File: config.mk
export PLATFORM = sky130hd
export DESIGN_NAME = issue_hazard_unit
export DESIGN_NICKNAME = d
export VERILOG_FILES = /design/src/rtl/issue_hazard_unit_pkg.sv /design/src/rtl/issue_hazard_unit_fwd_select.sv /design/src/rtl/issue_hazard_unit.sv
export SDC_FILE = /design/constraint.sdc
export NUM_CORES = 1
export LEC_CHECK = 0
export ABC_AREA = 1
export CORE_UTILIZATION = 45
export DETAILED_ROUTE_END_ITERATION = 7
export PLACE_DENSITY = 0.67
export SLEW_MARGIN = 25
export SYNTH_ARGS = -nofsm -noshare
export SYNTH_HDL_FRONTEND = slang
export SYNTH_SLANG_ARGS = --single-unit
File: constraint.sdc
create_clock -name clk -period 4.5 [get_ports clk]
set_input_delay 0.45 -clock clk [delete_from_list [all_inputs] [get_ports clk]]
set_output_delay 0.45 -clock clk [all_outputs]
set_load 0.05 [all_outputs]
File: src/rtl/issue_hazard_unit_pkg.sv
// issue_hazard_unit_pkg: shared types and helpers for the issue hazard/forwarding unit.
// Register indices are stored zero-extended to REG_W_MAX bits so one shadow type
// serves every REG_W up to that width. Lane indices are carried the same way in
// fwd_sel_t, and the top keeps only the low LW bits.
package issue_hazard_unit_pkg;
  localparam int REG_W_MAX  = 16;
  localparam int LANE_W_MAX = 8;
  typedef enum logic [1:0] {FWD_NONE = 2'd0, FWD_EX_MEM = 2'd1, FWD_MEM_WB = 2'd2} fwd_stage_e;
  typedef struct packed {
    fwd_stage_e              stage;
    logic [LANE_W_MAX-1:0]   lane;
  } fwd_sel_t;
  typedef enum logic {ISSUE = 1'b0, SPLIT = 1'b1} haz_state_e;
  typedef struct packed {
    logic                 valid;
    logic [REG_W_MAX-1:0] rd;
    logic [REG_W_MAX-1:0] rs1;
    logic [REG_W_MAX-1:0] rs2;
    logic                 wb;
    logic                 load;
  } shadow_entry_t;
  // Entry produces register r. Because rd != 0 is required, r == 0 never matches.
  function automatic logic writes(shadow_entry_t e, logic [REG_W_MAX-1:0] r);
    return e.valid && e.wb && e.rd != '0 && e.rd == r;
  endfunction
endpackage

File: src/rtl/issue_hazard_unit_fwd_select.sv
// fwd_select: youngest-writer forwarding picker for one source operand.
// Ports: rs (operand register), ex_mem/mem_wb (shadow stages), sel ({stage, lane}).
// EX_MEM beats MEM_WB. Within a stage the highest lane wins, because later loop
// iterations overwrite earlier ones.
module fwd_select
  import issue_hazard_unit_pkg::*;
#(
  parameter int LANES = 2
) (
  input  logic [REG_W_MAX-1:0] rs,
  input  shadow_entry_t        ex_mem [LANES],
  input  shadow_entry_t        mem_wb [LANES],
  output fwd_sel_t             sel
);
  logic unused_fields;
  always_comb begin
    sel = '{stage: FWD_NONE, lane: '0};
    unused_fields = 1'b0;
    for (int i = 0; i < LANES; i++) begin
      if (writes(mem_wb[i], rs)) sel = '{stage: FWD_MEM_WB, lane: LANE_W_MAX'(i)};
      unused_fields = unused_fields ^ (^{ex_mem[i].rs1, ex_mem[i].rs2, ex_mem[i].load,
                                         mem_wb[i].rs1, mem_wb[i].rs2, mem_wb[i].load});
    end
    for (int i = 0; i < LANES; i++)
      if (writes(ex_mem[i], rs)) sel = '{stage: FWD_EX_MEM, lane: LANE_W_MAX'(i)};
  end
endmodule

File: src/rtl/issue_hazard_unit.sv
// issue_hazard_unit: N-wide in-order issue hazard and forwarding controller.
// Inputs: clk, rst_n (async active-low), id_valid/id_rs1/id_rs2/id_rd/id_wb/id_load
//   (the decode group; lane 0 is oldest), flush.
// Outputs: issue_mask, id_advance, stall, fwd_a/fwd_b (per ID_EX lane {stage, lane}).
// Optional: with ISSUE_HAZ_STATS_EN defined, the saturating counters stall_cnt
//   and split_cnt are added.
// All outputs are forced to 0 while rst_n is low, even when the ID inputs are live.
module issue_hazard_unit
  import issue_hazard_unit_pkg::*;
#(
  parameter int LANES = 2,
  parameter int REG_W = 5
) (
  input  logic                                 clk,
  input  logic                                 rst_n,
  input  logic [LANES-1:0]                     id_valid,
  input  logic [LANES*REG_W-1:0]               id_rs1,
  input  logic [LANES*REG_W-1:0]               id_rs2,
  input  logic [LANES*REG_W-1:0]               id_rd,
  input  logic [LANES-1:0]                     id_wb,
  input  logic [LANES-1:0]                     id_load,
  input  logic                                 flush,
  output logic [LANES-1:0]                     issue_mask,
  output logic                                 id_advance,
  output logic [LANES*(2+(LANES>1?$clog2(LANES):1))-1:0] fwd_a,
  output logic [LANES*(2+(LANES>1?$clog2(LANES):1))-1:0] fwd_b,
  output logic                                 stall
`ifdef ISSUE_HAZ_STATS_EN
  ,
  output logic [31:0]                          stall_cnt,
  output logic [31:0]                          split_cnt
`endif
);
  localparam int LW = LANES > 1 ? $clog2(LANES) : 1;
  localparam int FW = 2 + LW;
  haz_state_e state, state_n;
  logic [LANES-1:0] done_mask, done_n, pend, iss, blk;
  shadow_entry_t cur [LANES];
  shadow_entry_t id_ex [LANES];
  shadow_entry_t ex_mem [LANES];
  shadow_entry_t mem_wb [LANES];
  always_comb
    for (int i = 0; i < LANES; i++)
      cur[i] = '{valid: id_valid[i],
                 rd:    REG_W_MAX'(id_rd[i*REG_W +: REG_W]),
                 rs1:   REG_W_MAX'(id_rs1[i*REG_W +: REG_W]),
                 rs2:   REG_W_MAX'(id_rs2[i*REG_W +: REG_W]),
                 wb:    id_wb[i],
                 load:  id_load[i]};
  // Hazard detection and in-order issue selection. Lanes already done, and
  // invalid lanes, are outside pend. They neither block nor issue.
  always_comb begin
    logic stop;
    pend = id_valid & ~done_mask;
    blk  = '0;
    iss  = '0;
    stop = 1'b0;
    for (int i = 0; i < LANES; i++) begin
      for (int k = 0; k < LANES; k++)
        if (id_ex[k].valid && id_ex[k].load && id_ex[k].rd != '0 &&
            (id_ex[k].rd == cur[i].rs1 || id_ex[k].rd == cur[i].rs2)) blk[i] = 1'b1;
      for (int j = 0; j < LANES; j++)
        if (j < i && pend[j] && (writes(cur[j], cur[i].rs1) || writes(cur[j], cur[i].rs2)))
          blk[i] = 1'b1;
    end
    for (int i = 0; i < LANES; i++) begin
      iss[i] = pend[i] && !stop && !blk[i];
      stop   = stop || (pend[i] && blk[i]);
    end
  end
  always_ff @(posedge clk or negedge rst_n)
    if (!rst_n) begin
      state     <= ISSUE;
      done_mask <= '0;
    end else begin
      state     <= state_n;
      done_mask <= done_n;
    end
  always_comb begin
    state_n = id_advance ? ISSUE :
              (state == ISSUE && issue_mask != '0 && issue_mask != pend) ? SPLIT : state;
    done_n  = id_advance ? '0 : done_mask | issue_mask;
  end
  always_comb begin
    issue_mask = (rst_n && !flush) ? iss : '0;
    id_advance = rst_n && (flush || (pend != '0 && iss == pend));
    stall      = rst_n && !flush && pend != '0 && iss == '0;
  end
  // Unissued lanes enter ID_EX as all-zero bubbles, so their rs fields never forward.
  always_ff @(posedge clk or negedge rst_n)
    if (!rst_n)
      for (int i = 0; i < LANES; i++) begin
        id_ex[i]  <= '0;
        ex_mem[i] <= '0;
        mem_wb[i] <= '0;
      end
    else begin
      for (int i = 0; i < LANES; i++) id_ex[i] <= issue_mask[i] ? cur[i] : '0;
      ex_mem <= id_ex;
      mem_wb <= ex_mem;
    end
  for (genvar g = 0; g < LANES; g++) begin : g_fwd
    fwd_sel_t sa, sb;
    logic unused_lane;
    fwd_select #(.LANES(LANES)) u_a (.rs(id_ex[g].rs1), .ex_mem(ex_mem), .mem_wb(mem_wb), .sel(sa));
    fwd_select #(.LANES(LANES)) u_b (.rs(id_ex[g].rs2), .ex_mem(ex_mem), .mem_wb(mem_wb), .sel(sb));
    assign fwd_a[g*FW +: FW] = {sa.stage, sa.lane[LW-1:0]};
    assign fwd_b[g*FW +: FW] = {sb.stage, sb.lane[LW-1:0]};
    assign unused_lane = ^{sa.lane, sb.lane};
  end
`ifdef ISSUE_HAZ_STATS_EN
  always_ff @(posedge clk or negedge rst_n)
    if (!rst_n) begin
      stall_cnt <= '0;
      split_cnt <= '0;
    end else begin
      if (stall && stall_cnt != '1) stall_cnt <= stall_cnt + 32'd1;
      if (state == ISSUE && state_n == SPLIT && split_cnt != '1) split_cnt <= split_cnt + 32'd1;
    end
`endif
endmodule

Word-level counts from Yosys, hierarchy flattened:

Cells that the tools add are included.

* add/sub/neg operators: 0
* shifts and indexed selects: 0
* multiply operators: 0
* magnitude comparators: 0
* bitwise logic cells: 3
* mux-type cells: 25
* eq/ne operators: 27
* reduce and logical (&&, ||, !) cells: 65
* divide/modulo/power cells: 0

Operator list (number)
* $eq 16x16->1: 16
* $mux 10: 16
* $eq 16x5->1: 8
* $reduce_bool 16->1: 7
* $mux 51: 2
* $logic_and 1x1->1: 46
* $eq 5x5->1: 2
* $logic_or 1x1->1: 6
* $mux 1: 5
* $logic_not 1->1: 4
* $mux 2: 2
* $and 2x2->2: 1
* $eq 2x2->1: 1
* $logic_not 2->1: 1
* $not 2->2: 1
* $or 2x2->2: 1
* $reduce_bool 2->1: 1

* ROM bits: 0
* RAM bits: 0
* register bits after elaboration: 176
* memories: 0
* bits in latches: 0

Depth between registers and ports, before layout:

Gate-level depths: netlist (run 1).

* word-level depth: 14
* depth in mapped cells: 15
* gate-level depth less buffers: 13

Modules after synthesis:

A second synthesis (run 1) with hierarchy kept.

* cells, all modules: 1725
* area total of the unflattened synthesis: 9710.6 um^2

Modules (own cells, without submodules)
* fwd_select: area each 1401.3 um^2, times used 4, cells each 329
* issue_hazard_unit: area each 4105.2 um^2, times used 1, cells each 409

Least setup slack after synthesis (run 1):

Ideal clock, no wire load.

* kind: register -> output
* start: register id_ex[89] (netlist bit)
* end: output port id_advance
* data required time: 4050 ps
* slack: 1744 ps
* cell stages (with the launch flop): 11
* arrival time: 2306 ps
* cells stage by stage: dfrtp_1 > buf_2 > nor3_1 > nand3_1 > nand3_1 > inv_1 > nand2_1 > nand2_2 > a21oi_1 > nand2_1 > a21boi_0

* word-level cells in the longest chain between the ends: 13

RTL lines
* start, declared: RTL line issue_hazard_unit.sv:39 `shadow_entry_t id_ex [LANES];`
* start signal, assigned by index: RTL line issue_hazard_unit.sv:93 `id_ex[i] <= '0;`
* $eq 16x5->1 / $reduce_bool 16->1 (equally long branches): RTL line issue_hazard_unit.sv:61, issue_hazard_unit.sv:60
* $logic_or 1x1->1 / $logic_and 1x1->1 (equally long branches): RTL line issue_hazard_unit.sv:61, issue_hazard_unit.sv:60
* $logic_and 1x1->1: RTL line issue_hazard_unit.sv:60 `if (id_ex[k].valid && id_ex[k].load && id_ex[k].rd != '0 &&`
* $mux 1 (2 in series): RTL line issue_hazard_unit.sv:60
* $logic_and 1x1->1: RTL line issue_hazard_unit.sv:68 `stop = stop || (pend[i] && blk[i]);`
* $logic_not 1->1: RTL line issue_hazard_unit.sv:67 `iss[i] = pend[i] && !stop && !blk[i];`
* $logic_and 1x1->1 (2 in series): RTL line issue_hazard_unit.sv:67
* $eq 2x2->1 *: RTL line issue_hazard_unit.sv:86 `id_advance = rst_n && (flush || (pend != '0 && iss == pend));`
* $logic_and 1x1->1 *: RTL line issue_hazard_unit.sv:86
* $logic_or 1x1->1 *: RTL line issue_hazard_unit.sv:86
* $logic_and 1x1->1 *: RTL line issue_hazard_unit.sv:86
* end, declared: RTL line issue_hazard_unit.sv:24 `output logic id_advance,`

Mark *: on every way between the ends. The rest lies on a longest branch, timed or not.

Worst setup path after layout (run 1):

* start: input port id_rd[3]
* end: output port issue_mask[1]

* word-level cells in the longest chain between the ends: 9

RTL lines
* start, declared: RTL line issue_hazard_unit.sv:19 `input logic [LANES*REG_W-1:0] id_rd,`
* $reduce_bool 16->1: RTL line issue_hazard_unit_pkg.sv:24 `return e.valid && e.wb && e.rd != '0 && e.rd == r;`
* $logic_and 1x1->1 (2 in series): RTL line issue_hazard_unit_pkg.sv:24
* $logic_or 1x1->1 *: RTL line issue_hazard_unit.sv:63 `if (j < i && pend[j] && (writes(cur[j], cur[i].rs1) || writes(cur[j], cur[i].rs2)))`
* $logic_and 1x1->1 *: RTL line issue_hazard_unit.sv:63
* $mux 1 *: RTL line issue_hazard_unit.sv:63
* $logic_not 1->1 *: RTL line issue_hazard_unit.sv:67
* $logic_and 1x1->1 *: RTL line issue_hazard_unit.sv:67
* $mux 2 *: RTL line issue_hazard_unit.sv:85 `issue_mask = (rst_n && !flush) ? iss : '0;`
* end, declared: RTL line issue_hazard_unit.sv:23 `output logic [LANES-1:0] issue_mask,`

Marked as above.

==> metrics.yaml, run 1 <==
status:
  status: "finished, violations left"
  violations: "design-rule violations"
global_routing:
  grt_max_degree: 70
  grt_pass1_wl_mm: 16.6
  antenna_found_initial: 0
  overflow: 0
  track_usage_pct: 22.6
  first_global_vias: 3369
floorplanning:
  num_rows: 34
  dieWidth_um: 98.5
  num_io_pins: 55
  die_h_um: 98.5
  start_util_pct: 47.2
  core_area_um2: 8890
  dieArea_um2: 9710
routing:
  drc: 3
  firstDrtPassIters: 6
  highest_layer: "met4"
  drtIter0Drc: 102
  totalWireLength_mm: 10.1
  ant_nets: 0
  viasPerCell: 4.83
  wl_met2_mm: 5.19
  wl_per_cell_um: 14.6
  drt-met1-wl_mm: 4.27
  num_vias: 3355
  met3_length_um: 364
clock_tree:
  cts_buffers: 9
  insertion_delay_ps: 350
  cts_setup_buffers: 0
  clkSinkCount: 66
  clock_tree.root_cell: "clkbuf_8"
  cts_tree: "done"
  cts_resized: 0
  clk_pin_slew_ps: 80
  cts_hold_buf: 0
  cts_max_path_buffers: 2
  h-tree-depth: 3
critical_path:
  critPathTopFamily: "buffers and inverters"
  setup.worst_path.start: "id_rd[3]"
  worstRegToRegCells: 9
  crit_path_end: "issue_mask[1]"
  critPathLaunchType: "input port"
  path_class: "in -> out"
  path_cells: "clkdlybuf4s50_1 -> nor3_1 -> nand3_1 -> nand3_1 -> inv_1 -> nand2_1 -> nand2_1 -> nor2_2 -> nand3_2 -> inv_1 -> clkdlybuf4s50_1"
  crit_arrival_ps: 3150
  worstReg2RegEnd: "id_ex[2]"
  rr_startpoint: "id_ex[87]"
  cp_num_cells: 11
  r2r_slack_ps: 2350
  cp.required_ps: 4050
  cp_slowest_cell: "clkdlybuf4s50_1"
  cp_max_fo: 20
  cp_slowest_stage_delay_ps: 810
  crit_buf_inv: 4
  critPathCaptureType: "output pin"
synthesis:
  synth_nets: 580
  async_flop_share_pct: 100
  synthFlopType: "dfrtp_1"
  yosysSeqAreaShare_pct: 39.4
  syn_area_per_cell_um2: 7.75
  synth.cell_area_um2: 4190
  synth-edff-count: 0
  synth-seq-cells: 66
  synthCells: 541
  yosys_warnings: 0
  synth_cell_types: 32
timing:
  tightest_slew_ps: 826
  period_share_pct: 80.1
  whs_ps: 273
  grt_setup_unrepaired: "false"
  fin_crit_ps: 3600
  worst_slack_ps: 896
  setup_viol: 0
  timing.final.hold_violations: 0
  fin_tns_setup_ps: 0
  fmax_mhz: 277
  drv_slew: 0
  relSlewSlack_pct: 44.9
  clock-skew-final_ps: 15.3
power:
  p_leak_uw: 0.00273
  ir_worst_vdd_mv: 0.120
  powerDensity_nw_per_um2: 264
final_layout:
  area_growth_pct: 17.2
  diodes: 0
  drive_above_1_share_pct: 7.85
  final_area_um2: 4910
  final_nets: 620
placed_design:
  place.gp.congestion: 0.921
  placed_cell_area_um2: 4740
  dp_worst_setup_slack_ps: 958
  hpwl_mm: 8.15
  io_buffers: 54
hold_path:
  hold_class: "in -> async"
run:
  drv_cap: 0
==> synth_stat cells (4+ instances only) <==
cell type | n | share of area (%)
inv_2 | 5 | 0.45
clkbuf_1 | 18 | 1.6
inv_1 | 66 | 5.9
dfrtp_1 | 66 | 39
xor2_1 | 43 | 9.0
nor2_4 | 11 | 3.0
nand2_1 | 136 | 12
nor2_1 | 63 | 5.6
nand3_1 | 30 | 3.6
xnor2_1 | 50 | 10
o41ai_1 | 4 | 0.84
nor4_1 | 9 | 1.3
nor3_1 | 9 | 1.1
==> power by group <==
part           switching, µW  total (µW)  internal (µW)  leakage (µW)
logic                    115         208           92.9       0.00174
clock network            244         446            202     0.0000860
registers               31.1         642            611      0.000906
==> registers in the layout, summed over array words and instances (netlist names) <==
name / flops
mem_wb: 14
ex_mem: 14
done_mask: 2
id_ex: 36
==> per-layer routing <==
layer  GRT usage, %  vias to the layer above
li1               -                     1705
met1           26.2                     1528
met2           40.6                       96
met3           4.33                       26
met4           9.87                        0
met5              0                        -
==> metrics by stage <==
stage               total power, µW  util, %  std cells
floorplan                       775        -        541
global placement                860     53.3        678
detailed placement              862     53.3        678
CTS                            1310     55.3        694
global route                   1370     55.3        694
finish                         1300     55.3        694
==> cells in the final DEF, fill, tap and decap left out, types with 2 or more instances in the layout <==
master	Yosys	layout
inv_2	5	5
nand4_1	3	3
clkdlybuf4s50_1	0	53
nand2_2	3	3
clkinvlp_4	0	2
nor2_4	11	11
nor2_1	63	63
o41ai_1	4	4
o21ai_0	3	3
xor2_1	43	43
nand2_1	136	136
nand2_4	2	2
xnor2_1	50	50
inv_1	66	66
nor4_1	9	9
a21oi_1	3	3
clkinv_2	0	2
nor3_1	9	9
clkbuf_8	0	9
nand3_1	30	30
dfrtp_1	66	66
inv_6	0	2
==> area by class of cell <==
type / instances / area [µm²]
fillers: 861 / 3980
multi-input cells: 377 / 2140
flip-flops and latches: 66 / 1650
repair buffers: 55 / 543
inverters: 72 / 273
well taps: 108 / 135
clock buffers: 9 / 124
clock inverters: 7 / 51.3
==> worst min path at each step <==
| stage | end | slack [ps] | cells after the start |
|---|---|---|---|
| floorplan | done_mask[0] | 150 | 0 |
| global placement | ex_mem[52] | 340 | 0 |
| detailed placement | ex_mem[1] | 330 | 0 |
| CTS | done_mask[1] | 320 | 2 |
| global route | ex_mem[1] | 360 | 0 |
| finish | done_mask[1] | 270 | 2 |
==> worst register-to-register path, stage by stage (launching register included) <==
cell and delay, ps:
dfrtp_1 490, nor3_1 300, nand3_1 130, nand3_1 90
inv_1 70, nand2_1 140, nand2_2 80, nand2_2 70
nand3_2 370, nor2_1 310
==> cell families after synthesis <==
group / count (synthesis) / synth area share, %
AND/OR/NAND/NOR: 271 / 29.4
buffers and inverters: 98 / 9.70
XOR/XNOR: 93 / 19.4
flip-flops: 66 / 39.4
AO/OA/AOI/OAI: 13 / 2.12
Note: power is estimated with default switching activity, not from simulation.
==> run 2, diff against run 1 <==
==> constraint.sdc (replaced) <==
create_clock -name clk -period 3.7 [get_ports clk]
set_input_delay 0.37 -clock clk [delete_from_list [all_inputs] [get_ports clk]]
set_output_delay 0.37 -clock clk [all_outputs]
set_load 0.05 [all_outputs]
==> metrics.yaml, run 2 (same netlist as run 1, synthesis figures left out) <==
timing:
  relSlewSlack_pct: 45.3  # was 44.9%
  period_share_pct: 88.5
  timing.final.hold_violations: 0  # unchanged
  fmax_mhz: 305
  clock-skew-final_ps: 11.8  # was 15.3 ps
  fin_tns_setup_ps: 0  # unchanged
  fin_crit_ps: 3270
  drv_slew: 0  # unchanged
  tightest_slew_ps: 821  # was 826 ps
  whs_ps: 236  # was 273 ps
  setup_viol: 0  # unchanged
  grt_setup_unrepaired: "false"  # unchanged
power:
  powerDensity_nw_per_um2: 355  # was 264 nW/µm²
  power_uw: 1770  # was 1300 µW
  ir_worst_vdd_mv: 0.294  # was 0.120 mV
  p_leak_uw: 0.00276  # was 0.00273 µW
clock_tree:
  cts_tree: "done"  # unchanged
  cts_hold_buf: 0  # unchanged
  clock_tree.root_cell: "clkbuf_8"  # unchanged
  insertion_delay_ps: 350  # about the same
  clk_pin_slew_ps: 80  # about the same
  cts_setup_buffers: 0  # unchanged
  cts_buffers: 9  # unchanged
  cts_resized: 0  # unchanged
  clkSinkCount: 66  # unchanged
  h-tree-depth: 3  # unchanged
  cts_max_path_buffers: 2  # unchanged
final_layout:
  reg_top3: "id_ex x36, ex_mem x14, mem_wb x14"  # unchanged
  final-seq-area_um2: 1650  # unchanged
  final_nets: 621  # was 620
  area_growth_pct: 18.9  # was 17.2%
  regMostFlops: "id_ex"  # unchanged
  final_area_um2: 4990  # was 4910 µm²
  final_common_cell: "nand2_1"  # unchanged
  multi_input_area_um2: 2140  # unchanged
  final_cell_mix: "nand2_1, inv_1, dfrtp_1"  # unchanged
  largest_reg_flops: 36  # unchanged
  num-fill-cells: 822  # was 861
  drive_above_1_share_pct: 7.84  # was 7.85%
  diodes: 0  # unchanged
critical_path:
  critPathTopFamily: "buffers and inverters"  # unchanged
  crit_arrival_ps: 2900  # was 3150 ps
  cp_slowest_stage_delay_ps: 830  # was 810 ps
  cp_max_fo: 7  # was 20
  path_class: "reg -> out"  # was in -> out
  critPathCaptureType: "output pin"  # unchanged
  path_cells: "nor3_1 -> nand3_1 -> nand3_1 -> inv_1 -> nand2_1 -> nand2_2 -> a21oi_1 -> nand2_1 -> a21boi_0 -> clkdlybuf4s50_1"  # was clkdlybuf4s50_1 -> nor3_1 -> nand3_1 -> nand3_1 -> inv_1 -> nand2_1 -> nand2_1 -> nor2_2 -> nand3_2 -> inv_1 -> clkdlybuf4s50_1
  critPathLaunchType: "flop"  # was input port
  cp_slowest_cell: "clkdlybuf4s50_1"  # unchanged
  cp.required_ps: 3330  # was 4050 ps
  crit_buf_inv: 2  # was 4
global_routing:
  overflow: 0  # unchanged
  track_usage_pct: 23.1  # was 22.6%
  grt_max_degree: 69  # was 70
  antenna_found_initial: 0  # unchanged
  grt_pass1_wl_mm: 17.1  # was 16.6 mm
  first_global_vias: 3451  # was 3369
routing:
  num_vias: 3414  # was 3355
  firstDrtPassIters: 8  # was 6
  viasPerCell: 4.91  # was 4.83
  totalWireLength_mm: 10.2  # was 10.1 mm
  wl_per_cell_um: 14.7  # was 14.6 µm
  ant_nets: 0  # unchanged
  drtIter0Drc: 132  # was 102
  drc: 2  # was 3
floorplanning:
  die_h_um: 98.5  # unchanged
  dieWidth_um: 98.5  # unchanged
  num_io_pins: 55  # unchanged
  num_rows: 34  # unchanged
  core_area_um2: 8890  # unchanged
  start_util_pct: 47.2  # unchanged
  dieArea_um2: 9710  # unchanged
hold_path:
  hold_class: "in -> async"  # unchanged
status:
  status: "finished, violations left"  # unchanged
  violations: "design-rule violations"  # unchanged
run:
  drv_cap: 0  # unchanged
placed_design:
  io_buffers: 54  # unchanged
  place.gp.congestion: 1.02  # was 0.921
  placed_cell_area_um2: 4750  # was 4740 µm²
  hpwl_mm: 8.03  # was 8.15 mm
==> run 2: layout make-up <==
cell class              instances  share of cell area (%)
multi-input cells             377                    42.8
flip-flops and latches         66                    33.1
repair buffers                 56                    11.0
inverters                      72                    5.47
well taps                     108                    2.71
clock buffers                  10                    2.56
clock inverters                 6                    2.31
==> run 2: path summary, 6_finish.rpt <==
path,startpoint,end,slack (ps),depth (start not counted)
min,rst_n,done_mask[1],240,2
min reg2reg,id_ex[1],ex_mem[1],350,0
max,id_ex[87],id_advance,430,10
min in group clk,id_ex[1],ex_mem[1],350,0
max reg2reg,id_ex[85],done_mask[1],1640,14
max in group asynchronous,rst_n,id_ex[20],2920,2
==> run 2: power breakdown <==
part	internal, µW	switching (µW)
clock network	450	288
registers	743	38.2
logic	114	141
total	1310	467
==> run 2: per-layer routing <==
layer	global-route usage, %	vias up	part of all wire, %
met5	0	-	0
met4	11.6	0	3.2
met3	4.26	25	4.0
met2	40.4	108	50
met1	27.4	1572	43
li1	-	1709	-
==> run 2: through the flow <==
stage	setup slack, ps	instances	util (%)
2_1_floorplan	1020	541	-
3_3_place_gp	575	679	53.4
3_5_place_dp	545	679	53.4
4_1_cts	467	695	56.1
5_1_grt	282	695	56.1
6_report	426	695	56.1
